===== config.mk =====
export PLATFORM = sky130hd
export DESIGN_NAME = mac_accum_seq
export DESIGN_NICKNAME = d
export VERILOG_FILES = /design/src/rtl/mac_accum_seq.sv
export SDC_FILE = /design/constraint.sdc
export NUM_CORES = 1
export LEC_CHECK = 0
export CELL_PAD_IN_SITES_DETAIL_PLACEMENT = 0
export CELL_PAD_IN_SITES_GLOBAL_PLACEMENT = 2
export CORE_AREA = 4 4 86 128
export CTS_CLUSTER_SIZE = 10
export DETAILED_ROUTE_END_ITERATION = 10
export DIE_AREA = 0 0 90 132
export PLACE_DENSITY_LB_ADDON = 0.2
export REMOVE_ABC_BUFFERS = 1
export SYNTH_ARGS = -nofsm -noshare
export SYNTH_HDL_FRONTEND = slang
export SYNTH_SLANG_ARGS = --single-unit

===== constraint.sdc =====
create_clock -name clk -period 4.75 [get_ports clk]
set_input_delay 0.475 -clock clk [delete_from_list [all_inputs] [get_ports clk]]
set_output_delay 0.475 -clock clk [all_outputs]
set_load 0.02 [all_outputs]

===== src/rtl/mac_accum_seq.sv =====
// mac_accum_seq: sequential multiply-accumulate engine (one lane).
//
// Multiplies an unsigned A_W-bit operand by an unsigned B_W-bit operand with a
// radix-2 shift-add datapath (one multiplier bit per cycle), then adds the
// product into an ACC_W-bit accumulator. A group of operations is opened by
// 'clr' and closed by 'last'; the group result is offered downstream with a
// valid/ready handshake.
//
// Ports:
//   clk, rst          clock (rising edge), asynchronous active-high reset
//   in_valid/in_ready operand handshake; a, b, clr, last sampled on transfer
//   a [A_W]           multiplicand
//   b [B_W]           multiplier
//   clr               op starts a new group (acc and ovf treated as 0)
//   last              op ends the group; result is emitted afterwards
//   out_valid/out_ready result handshake
//   acc_out [ACC_W]   accumulator value (meaningful while out_valid)
//   ovf               sticky accumulator carry-out within the group
//
// Optional build macro:
//   MAC_ACC_SAT_EN    accumulator saturates at all-ones instead of wrapping.
//
// Timing: accept at edge k, MUL steps on edges k+1..k+B_W, ACC on edge
// k+B_W+1, so the next operand (or the result handshake) can transfer at
// edge k+B_W+2.

module mac_accum_seq #(
    parameter int A_W   = 4,
    parameter int B_W   = 4,
    parameter int ACC_W = 12
) (
    input  logic             clk,
    input  logic             rst,
    input  logic             in_valid,
    output logic             in_ready,
    input  logic [A_W-1:0]   a,
    input  logic [B_W-1:0]   b,
    input  logic             clr,
    input  logic             last,
    output logic             out_valid,
    input  logic             out_ready,
    output logic [ACC_W-1:0] acc_out,
    output logic             ovf
);

    generate
        if (ACC_W < A_W + B_W) begin : g_width_check
            $error("mac_accum_seq: ACC_W must be >= A_W + B_W");
        end
    endgenerate

    localparam int CNT_W = (B_W > 1) ? $clog2(B_W) : 1;
    localparam logic [CNT_W-1:0] CNT_LAST = CNT_W'(B_W - 1);

    typedef enum logic [1:0] {IDLE, MUL, ACC, DONE} state_t;

    state_t             state, state_nxt;
    logic [ACC_W-1:0]   a_sh;
    logic [B_W-1:0]     b_sh;
    logic [ACC_W-1:0]   prod;
    logic [ACC_W-1:0]   acc;
    logic               ovf_r;
    logic               clr_r;
    logic               last_r;
    logic [CNT_W-1:0]   cnt;

    logic [ACC_W-1:0]   acc_base;
    logic [ACC_W:0]     sum;
    logic [ACC_W-1:0]   acc_nxt;

    // ------------------------------------------------------------------
    // FSM: next state and handshake outputs
    // ------------------------------------------------------------------
    always_comb begin
        state_nxt = state;
        in_ready  = 1'b0;
        out_valid = 1'b0;
        case (state)
            IDLE: begin
                // rst gates in_ready so nothing is advertised during reset
                in_ready = !rst;
                if (in_valid) state_nxt = MUL;
            end
            MUL: begin
                // fixed latency: no early exit when the multiplier empties
                if (cnt == CNT_LAST) state_nxt = ACC;
            end
            ACC: begin
                state_nxt = last_r ? DONE : IDLE;
            end
            DONE: begin
                out_valid = 1'b1;
                if (out_ready) state_nxt = IDLE;
            end
            default: state_nxt = IDLE;
        endcase
    end

    always_ff @(posedge clk or posedge rst) begin
        if (rst) state <= IDLE;
        else     state <= state_nxt;
    end

    // ------------------------------------------------------------------
    // Accumulate step: one extra bit catches the carry-out
    // ------------------------------------------------------------------
    always_comb begin
        acc_base = clr_r ? {ACC_W{1'b0}} : acc;
        sum      = {1'b0, acc_base} + {1'b0, prod};
`ifdef MAC_ACC_SAT_EN
        acc_nxt  = sum[ACC_W] ? {ACC_W{1'b1}} : sum[ACC_W-1:0];
`else
        acc_nxt  = sum[ACC_W-1:0];
`endif
    end

    // ------------------------------------------------------------------
    // Datapath registers
    // ------------------------------------------------------------------
    always_ff @(posedge clk or posedge rst) begin
        if (rst) begin
            a_sh   <= '0;
            b_sh   <= '0;
            prod   <= '0;
            acc    <= '0;
            ovf_r  <= 1'b0;
            clr_r  <= 1'b0;
            last_r <= 1'b0;
            cnt    <= '0;
        end else begin
            case (state)
                IDLE: begin
                    if (in_valid) begin
                        a_sh   <= ACC_W'(a);
                        b_sh   <= b;
                        clr_r  <= clr;
                        last_r <= last;
                        prod   <= '0;
                        cnt    <= '0;
                    end
                end
                MUL: begin
                    if (b_sh[0]) prod <= prod + a_sh;
                    a_sh <= a_sh << 1;
                    b_sh <= b_sh >> 1;
                    cnt  <= cnt + CNT_W'(1);
                end
                ACC: begin
                    acc   <= acc_nxt;
                    ovf_r <= (clr_r ? 1'b0 : ovf_r) | sum[ACC_W];
                end
                DONE: begin
                    // result consumed: the next group starts from zero
                    if (out_ready) begin
                        acc   <= '0;
                        ovf_r <= 1'b0;
                    end
                end
                default: ;
            endcase
        end
    end

    assign acc_out = acc;
    assign ovf     = ovf_r;

endmodule


==> results by group, run 1 <==
Status
  • Run status: finished, final reports clean

STA
  • Actual slew at the worst max-slew pin: 1030 ps
  • Crit path setup slack, layout: 2000 ps
  • Min cycle time layout: 2750 ps
  • TNS Setup: 0 ps
  • Fin Clk Skew: 7.43 ps
  • Slew HR: 0.313
  • Final-report setup violation count: 0
  • Final worst path period share: 0.580
  • Hold Vio Cnt, Final: 0
  • Slew Viols, Final: 0
  • RSZ-0062 raised after global routing: false
  • Fmax: 0.363 GHz

Clock tree
  • Clock latency on the worst-skew pair: 290 ps
  • Quantity of gates resized following cts: 0
  • CTS Root Cell: clkbuf_16
  • Max Root-Sink Buffers: 2
  • Clk slew on worst S/H paths: roughly 70 ps
  • CTS Buf Count: 5
  • Postcts setup bufs: 0
  • H-tree level count: 2
  • Hold_buf cts: 0
  • TritonCTS clock tree: done
  • Sink Count: between 40 and 50

Place
  • I/O Buffers: 28
  • RePlAce Congestion: 0.828
  • Place WS: 2000 ps
  • Area after DPL: 3310 um^2
  • DP HPWL: 5.44 mm

Floorplanning
  • Initial Utilization: 0.292
  • Row Count: 45
  • Core Area: 9970 um^2
  • DIE AREA: 11900 um^2
  • I/O pin total: 29
  • Chip width: 90 um
  • Die Ht: 132 um

Synth
  • Yosys top cell area share: 0.404
  • Largest cells by area after synthesis: dfrtp_1, ha_1, a22o_1
  • Ys Warns: 0
  • Synth cell count leaders: dfrtp_1, a21oi_1, o21ai_0
  • Cells after synthesis: 305
  • Number of flops mapped to enable cells by yosys: 0
  • Synth area leader: dfrtp_1
  • Post-synthesis cell type count: 38
  • Register area share after synthesis: 0.404
  • Async set-reset flop share out of synthesis: 1.00
  • #FFs+latches synth: between 40 and 50
  • Cell Area, Synth: 2910 um^2
  • Top-count cell post-synth: dfrtp_1
  • Primary FF master, synth: dfrtp_1
  • Syn avg cell area: 9.55 um^2

Final layout
  • Ant diodes: 0
  • Nets: 371
  • Synth-to-layout area growth: 18.2%
  • Layout cells sized above 1: 0.0482
  • Finished layout cell area: 3450 um^2
  • Filler cells: ~1.0k

Setup path
  • Crit Path Max Fanout: 15
  • Crit path arrival time: 2940 ps
  • CP Capture Type: flip-flop
  • Critical Path, Cell by Cell: nor2b_1 > ha_1 > fa_1 > a21oi_2 > o21ai_1 > a2111o_1 > a31oi_1 > nand2_1 > a32o_1
  • WP data required: 4930 ps
  • CP max stage delay: 700 ps
  • WS Path Type: reg2reg
  • Crit-path slowest cell: dfrtp_1
  • Crit path launch type: flip-flop

Flow run
  • Max Cap Viol: 0

Detailed routing
  • Pre-antenna DRT Iters: 4
  • DR vias: 2289
  • Met2 wire length: about 3.8 mm
  • Vias per cell: 5.10
  • DRC Markers: 0
  • Routed WL: slightly above 7 mm
  • Top sig layer: met4
  • Metal1 wirelength: 3.02 mm
  • DR iter-0 viols: 77
  • Met3 WL: between 200 and 250 um
  • Routed Antenna Nets: 0
  • Routed WL per cell: 16.1 um

Global routing
  • Wire length of the first global-routing pass: 12.2 mm
  • GR Util All Layers: 0.128
  • Largest net degree at the start of global routing: 48
  • Initial antenna violation count: 0
  • Via count of the first global-routing pass: 2390
  • Grt ovf: 0

Power
  • Pwr dens: 571 nW/um^2
  • Leakage: 0.00156 uW
  • VDD IR max: 187 uV

Min path
  • Hold WC Path Type: reg2reg
[worst max-delay path, delay by kind of cell (launching register included)]
kind            cells  cell delay, ps
compound gates      5            1070
fa+ha+maj           2             680
flops               1             700
simple gates        2             200
[cells in the final DEF (no fill, tap or decap), types with 7 or more instances in the layout]
| master | n |
|---|---|
| a22o_1 | 19 |
| o21ai_0 | 27 |
| a22oi_1 | 7 |
| ha_1 | 24 |
| clkdlybuf4s50_1 | 28 |
| nand2_1 | 25 |
| xor2_1 | 9 |
| nor2_1 | 12 |
| inv_1 | 10 |
| dfrtp_1 | 47 |
| a21oi_1 | 27 |
| nor2b_1 | 24 |
| o21ai_1 | 7 |
| xnor2_1 | 8 |
[cells by family after synthesis]
| group | synth area share |
|---|---|
| AND/OR/NAND/NOR | 0.131 |
| buffers and inverters | 0.0331 |
| adder cells (fa/ha/maj) | 0.117 |
| flip-flops | 0.404 |
| AO/OA/AOI/OAI | 0.246 |
| XOR/XNOR | 0.0511 |
| multiplexers | 0.0185 |
[stage by stage]
stage / power (uW) / std cells / utilization / hold WS (ps)
2_1_floorplan: 1320 / 293 / - / 449
3_3_place_gp: 1640 / 441 / 0.332 / 485
4_1_cts: 2000 / 449 / 0.346 / 509
6_report: 1970 / 449 / 0.346 / 499
3_5_place_dp: 1640 / 441 / 0.332 / 486
5_1_grt: 2140 / 449 / 0.346 / 527
[power by group]
group          internal [uW]  total, uW  switching (uW)
logic                    408        876             468
registers                546        745             200
clock network            195        346             151
total                   1150       1970             819
[metal layers]
layer  vias up  track usage
met2        38        0.231
met5         -            0
met1      1078        0.144
li1       1160            -
met3        13       0.0240
met4         0       0.0605
[final cells by class]
class,instances,area [um^2],share of cell area
multi-input cells,235,1640,0.476
flip-flops and latches,47,1180,0.341
repair buffers,31,303,0.0879
well taps,117,146,0.0425
clock buffers,7,133,0.0385
inverters,11,41.3,0.0120
clock inverters,1,5.00,0.00145
[sequential cells by signal, indices dropped and copies added, names as in the netlist]
name	flops
ovf	1
last_r	1
cnt	2
b_sh	4
a_sh	12
prod	12
state	2
acc_out	12
clr_r	1
[path summary, 6_finish.rpt]
kind / from / end / slack [ps] / cells after the start
max in group asynchronous: rst / a_sh[6] / 3320 / 2
worst max register to register: clr_r / acc_out[10] / 2000 / 9
worst max-delay path: clr_r / acc_out[10] / 2000 / 9
worst min-delay path: cnt[1] / cnt[1] / 500 / 1
worst min register to register: cnt[1] / cnt[1] / 500 / 1
min in group asynchronous: rst / b_sh[3] / 780 / 2
(Power assumes the default switching activity.)
==> run 2: changes to the inputs <==
==> constraint.sdc (replaced) <==
create_clock -name clk -period 2.8 [get_ports clk]
set_input_delay 0.28 -clock clk [delete_from_list [all_inputs] [get_ports clk]]
set_output_delay 0.28 -clock clk [all_outputs]
set_load 0.02 [all_outputs]
==> run 2 against run 1 <==
  * Combinational power is 83% higher
  * Clock-buffer cell count shrank 1
  * Clock power grew 100%
  * Critical endpoint unchanged
  * Largest power group unchanged
==> results by group, run 2 (synthesized netlist as in run 1, its figures left out) <==
Status
  • Run status: finished, final reports clean (unchanged)

Final layout
  • Layout cells sized above 1: 0.0682 (was 0.0482)
  • Most common cell after layout, fill and taps aside: dfrtp_1 (unchanged)
  • Ant diodes: 0 (unchanged)
  • Most frequent cells in the layout: dfrtp_1, clkdlybuf4s50_1, o21ai_0, a21oi_1, nand2_1 (unchanged)
  • Nets: 376 (was 371)
  • Filler cells: 1014 (was 1045)
  • Synth-to-layout area growth: 20.8% (was 18.2%)

STA
  • Fin Clk Skew: 7.55 ps (was 7.43 ps)
  • Slew Viols, Final: 0 (unchanged)
  • RSZ-0062 raised after global routing: false (unchanged)
  • Final worst path period share: 0.861 (was 0.580)
  • Actual slew at the worst max-slew pin: 906 ps (was 1030 ps)
  • TNS Setup: 0 ps (unchanged)
  • Final-report setup violation count: 0 (unchanged)
  • Hold Vio Cnt, Final: 0 (unchanged)
  • Min cycle time layout: 2410 ps (was 2750 ps)
  • Final hold slack: 500 ps (was 499 ps)
  • Slew HR: 0.396 (was 0.313)
  • Fmax: 0.415 GHz (was 0.363 GHz)

Clock tree
  • Postcts setup bufs: 0 (unchanged)
  • Quantity of gates resized following cts: 0 (unchanged)
  • Clk slew on worst S/H paths: 70 ps (about the same)
  • CTS Root Cell: clkbuf_16 (unchanged)
  • Max Root-Sink Buffers: 2 (unchanged)
  • Sink Count: 47 (unchanged)
  • Hold_buf cts: 0 (unchanged)
  • TritonCTS clock tree: done (unchanged)
  • H-tree level count: 2 (unchanged)
  • CTS Buf Count: 5 (unchanged)
  • Clock latency on the worst-skew pair: 290 ps (about the same)

Power
  • Pwr dens: 991 nW/um^2 (was 571 nW/um^2)
  • Leakage: 0.00160 uW (was 0.00156 uW)
  • VDD IR max: 320 uV (was 187 uV)

Setup path
  • Reg2reg path depth: 9 (unchanged)
  • WS Path Type: reg2reg (unchanged)
  • WP data required: 2980 ps (was 4930 ps)
  • CP max stage delay: 420 ps (was 700 ps)
  • Worst setup path start: acc_out[0] (was clr_r)
  • Critical Path, Cell by Cell: nor2b_1 > ha_1 > fa_1 > a21oi_2 > o21ai_1 > a2111o_1 > a31oi_1 > nand2_1 > a32o_1 (unchanged)
  • R2R Path Start: acc_out[0] (was clr_r)
  • CP Capture Type: flip-flop (unchanged)
  • Crit-path slowest cell: fa_1 (was dfrtp_1)
  • Crit path arrival time: 2600 ps (was 2940 ps)
  • Crit path launch type: flip-flop (unchanged)
  • Crit Path Max Fanout: 3 (was 15)

Detailed routing
  • DR iter-0 viols: 116 (was 77)
  • Routed WL per cell: 16.2 um (was 16.1 um)
  • Routed Antenna Nets: 0 (unchanged)
  • DRC Markers: 0 (unchanged)
  • Routed WL: 7.34 mm (was 7.23 mm)
  • DR vias: 2353 (was 2289)
  • Pre-antenna DRT Iters: 4 (unchanged)
  • Vias per cell: 5.18 (was 5.10)

Global routing
  • M3 GR Usage: 0.0200 (was 0.0240)
  • Via count of the first global-routing pass: 2416 (was 2390)
  • Grt ovf: 0 (unchanged)
  • GR Util met2: 0.247 (was 0.231)
  • Initial antenna violation count: 0 (unchanged)
  • GR Util All Layers: 0.131 (was 0.128)
  • Largest net degree at the start of global routing: 48 (unchanged)
  • M1 GR Usage: 0.147 (was 0.144)
  • Wire length of the first global-routing pass: 12.5 mm (was 12.2 mm)
  • Busiest grt layer: met2 (unchanged)

Floorplanning
  • Row Count: 45 (unchanged)
  • DIE AREA: 11900 um^2 (unchanged)
  • Initial Utilization: 0.292 (unchanged)
  • I/O pin total: 29 (unchanged)
  • Die Ht: 132 um (unchanged)
  • Chip width: 90 um (unchanged)
  • Core Area: 9970 um^2 (unchanged)

Place
  • I/O Buffers: 28 (unchanged)
  • RePlAce Congestion: 0.765 (was 0.828)
  • DP HPWL: 5.59 mm (was 5.44 mm)

Flow run
  • Max Cap Viol: 0 (unchanged)

Min path
  • Hold WC Path Type: in2async (was reg2reg)
==> run 2: cell types whose count changed in the layout (fill, tap and decap cells not counted), sizes merged <==
cell / before / now
bufinv: 0 / 1
buf: 3 / 8
clkbuf: 7 / 6
==> run 2: through the flow <==
stage / std cells / worst slack, ps / cell area (um^2) / util / total power, uW
4_1_cts: 454 / 385 / 3520 / 0.353 / 3560
3_5_place_dp: 446 / 397 / 3350 / 0.336 / 2820
6_report: 454 / 388 / 3520 / 0.353 / 3490
3_3_place_gp: 446 / 428 / 3350 / 0.336 / 2820
5_1_grt: 454 / 197 / 3520 / 0.353 / 3800
2_1_floorplan: 293 / 413 / 2860 / - / 2240
==> run 2: layer usage <==
layer  wire, um  part of all wire  vias up
met5          0                 0        -
met4        172             0.023        0
met3        167             0.023       11
met2       3990              0.54       36
met1       3010              0.41     1144
li1           -                 -     1162
==> run 2: final timing paths <==
kind,endpoint,slack (ps)
setup / recovery,acc_out[10],390
hold / removal,b_sh[3],500
setup reg to reg,acc_out[10],390
hold reg to reg,a_sh[11],500
max in group asynchronous,acc_out[7],1860
min in group clk,a_sh[11],500
==> run 2: critical path: cells and delay by family (launching register included) <==
family / cells / cell delay [ps]
flops: 1 / 400
fa+ha+maj: 2 / 630
simple gates: 2 / 220
compound gates: 5 / 1060
==> run 2: cell type report <==
type	count	area (um^2)	area share
Tap cell	117	146	0.0416
Sequential cell	47	1180	0.334
Clock buffer	6	139	0.0395
Clock inverter	2	35.0	0.00995
Inverter	11	41.3	0.0117
Timing Repair Buffer	36	340	0.0967
Multi-Input combinational cell	235	1640	0.466
==> run 2: power by group <==
part	total (uW)	switching, uW	leakage [uW]	internal [uW]
Combinational	1600	883	0.000891	722
Sequential	1180	248	0.000627	927
Clock	709	265	0.0000868	445
==> run 3: changes to the inputs <==
--- a/config.mk
+++ b/config.mk
@@ -11,6 +11,7 @@
 export CTS_CLUSTER_SIZE = 10
 export DETAILED_ROUTE_END_ITERATION = 10
 export DIE_AREA = 0 0 90 132
+export GPL_TIMING_DRIVEN = 0
 export PLACE_DENSITY_LB_ADDON = 0.2
 export REMOVE_ABC_BUFFERS = 1
 export SYNTH_ARGS = -nofsm -noshare
==> run 3 against run 2 <==
  * Maximum frequency shrank 5.4%
  * Critical path type unchanged
  * Largest power group unchanged
  * Clock power increased by 1%
  * Hold slack worse by 170 ps
  * Die area did not move
  * Critical path depth is the same
==> results by group, run 3 (synthesized netlist as in run 1, its figures left out) <==
Clock tree
  • Max Root-Sink Buffers: 2 (unchanged)
  • Clk slew on worst S/H paths: 70 ps (about the same)
  • CTS Root Cell: clkbuf_16 (unchanged)
  • H-tree level count: 2 (unchanged)
  • Clock latency on the worst-skew pair: 300 ps (was 290 ps)
  • Sink Count: 47 (unchanged)
  • CTS Buf Count: 5 (unchanged)
  • TritonCTS clock tree: done (unchanged)
  • Hold_buf cts: 0 (unchanged)

Setup path
  • Reg2reg path depth: 9 (unchanged)
  • R2R Path Start: acc_out[0] (unchanged)
  • WS Path Type: reg2reg (unchanged)
  • Crit path arrival time: 2730 ps (was 2600 ps)
  • Crit Path Max Fanout: 3 (unchanged)
  • CP Capture Type: flip-flop (unchanged)
  • R2r endpoint: acc_out[10] (unchanged)
  • Setup slack, reg-to-reg: 250 ps (was 390 ps)
  • Crit path launch type: flip-flop (unchanged)
  • WP data required: 2980 ps (about the same)

STA
  • Slew HR: 0.250 (was 0.396)
  • Min cycle time layout: 2550 ps (was 2410 ps)
  • Fmax: 0.392 GHz (was 0.415 GHz)
  • Final-report setup violation count: 0 (unchanged)
  • Fin Clk Skew: 10.4 ps (was 7.55 ps)
  • RSZ-0062 raised after global routing: false (unchanged)
  • Slew Viols, Final: 0 (unchanged)
  • Hold Vio Cnt, Final: 0 (unchanged)
  • Final worst path period share: 0.911 (was 0.861)
  • Crit path setup slack, layout: 250 ps (was 388 ps)
  • Actual slew at the worst max-slew pin: 1120 ps (was 906 ps)

Power
  • Flop pwr share: 0.356 (was 0.337)
  • Switching Fraction: 0.404 (was 0.400)
  • Pwr Total: 3500 uW (was 3490 uW)
  • Pwr dens: 993 nW/um^2 (was 991 nW/um^2)
  • Leakage: 0.00160 uW (about the same)
  • Comb power frac: 0.440 (was 0.460)
  • VDD IR max: 269 uV (was 320 uV)
  • Pint: 2080 uW (was 2090 uW)
  • Psw: 1410 uW (was 1400 uW)
  • Clk pwr share: 0.205 (was 0.203)

Global routing
  • Largest net degree at the start of global routing: 32 (was 48)
  • GR Util All Layers: 0.128 (was 0.131)
  • Initial antenna violation count: 0 (unchanged)
  • Wire length of the first global-routing pass: 12.3 mm (was 12.5 mm)
  • Via count of the first global-routing pass: 2363 (was 2416)
  • Grt ovf: 0 (unchanged)

Floorplanning
  • Die Ht: 132 um (unchanged)
  • Chip width: 90 um (unchanged)
  • Row Count: 45 (unchanged)
  • Initial Utilization: 0.292 (unchanged)
  • DIE AREA: 11900 um^2 (unchanged)
  • Core Area: 9970 um^2 (unchanged)
  • I/O pin total: 29 (unchanged)

Status
  • Run status: finished, final reports clean (unchanged)

Detailed routing
  • Routed WL: 7.40 mm (was 7.34 mm)
  • Routed Antenna Nets: 0 (unchanged)
  • DR vias: 2326 (was 2353)
  • Routed WL per cell: 16.4 um (was 16.2 um)
  • DRC Markers: 0 (unchanged)
  • Pre-antenna DRT Iters: 4 (unchanged)
  • DR iter-0 viols: 112 (was 116)
  • Vias per cell: 5.16 (was 5.18)

Final layout
  • Finished layout cell area: 3520 um^2 (about the same)
  • Ant diodes: 0 (unchanged)
  • Most frequent cells in the layout: dfrtp_1, clkdlybuf4s50_1, a21oi_1 (was dfrtp_1, clkdlybuf4s50_1, o21ai_0, a21oi_1, nand2_1)
  • Filler cells: 1007 (was 1014)
  • Post-Layout Cell Count: 451 (was 454)
  • Nets: 373 (was 376)
  • Most common cell after layout, fill and taps aside: dfrtp_1 (unchanged)
  • Synth-to-layout area growth: 20.9% (was 20.8%)
  • Layout cells sized above 1: 0.0659 (was 0.0682)

Place
  • Cells after DPL: 440 (was 446)
  • I/O Buffers: 28 (unchanged)
  • Place WS: -524 ps (was 397 ps)
  • Area after DPL: 3320 um^2 (was 3350 um^2)
  • DP HPWL: 5.61 mm (was 5.59 mm)
  • RePlAce Congestion: 0.750 (was 0.765)

Min path
  • Hold WC Path Type: in2async (unchanged)

Flow run
  • Max Cap Viol: 0 (unchanged)
run 3: cell count changes in the layout (fill, tap and decap cells not counted):
cell	before	now
nor2_4	0	1
o21ai_1	7	8
buf_12	0	1
nor2_1	12	11
buf_4	8	3
o21ai_0	27	26
buf_6	0	1
dfrtp_1	47	46
dfrtp_2	0	1
run 3: how the worst max path moves through the flow:
| stage | slack (ps) | start | depth (start not counted) | end |
|---|---|---|---|---|
| 6_report | 250 | acc_out[0] | 9 | acc_out[10] |
| 5_1_grt | 90 | state[0] | 5 | prod[11] |
| 3_5_place_dp | -520 | state[0] | 5 | prod[11] |
| 4_1_cts | 100 | clr_r | 9 | acc_out[10] |
| 2_1_floorplan | 410 | acc_out[0] | 9 | acc_out[10] |
| 3_3_place_gp | -550 | state[0] | 5 | prod[11] |
run 3: timing repair:
| item | in CTS | in global routing |
|---|---|---|
| setup endpoints to repair | 14 | 1 |
| buffers inserted | 0 | 3 |
| hold endpoints to repair | 0 | 0 |
| resized for setup | 3 | 0 |
| pin swaps | 0 | 0 |
run 3: layout make-up:
class / count / area, um^2 / share of cell area
timing repair buffer: 33 / 334 / 0.0948
clock buffer: 6 / 139 / 0.0394
clock inverter: 2 / 35.0 / 0.00995
inverter: 11 / 41.3 / 0.0117
sequential: 47 / 1180 / 0.334
multi-input combinational: 235 / 1650 / 0.468
tap: 117 / 146 / 0.0416
run 3: power by group through the flow:
stage	clock [uW]	combinational (uW)	sequential (uW)
floorplan	0	1020	1220
detailed placement	0	1490	1290
global route	764	1740	1290
finish	716	1540	1240
global placement	0	1460	1280
CTS	737	1510	1280
run 3: per-stage QoR:
| stage | hold WS (ps) | util | TNS (ps) |
|---|---|---|---|
| 2_1_floorplan | 432 | - | 0 |
| 4_1_cts | 345 | 0.351 | 0 |
| 3_5_place_dp | 493 | 0.333 | -1860 |
| 3_3_place_gp | 487 | 0.330 | -1940 |
| 6_report | 329 | 0.353 | 0 |
| 5_1_grt | 369 | 0.353 | 0 |
run 3: routing by layer:
metal  share of wire  track usage
met3           0.023       0.0206
met2            0.56        0.248
met1            0.41        0.141
met5               0            0
met4           0.014       0.0409
run 3: critical path, stage by stage, from the launching register on:
cell	delay, ps
dfrtp_1	400
nor2b_1	140
ha_1	210
fa_1	420
a21oi_2	170
o21ai_1	110
a2111o_1	380
a31oi_1	260
nand2_1	90
a32o_1	240
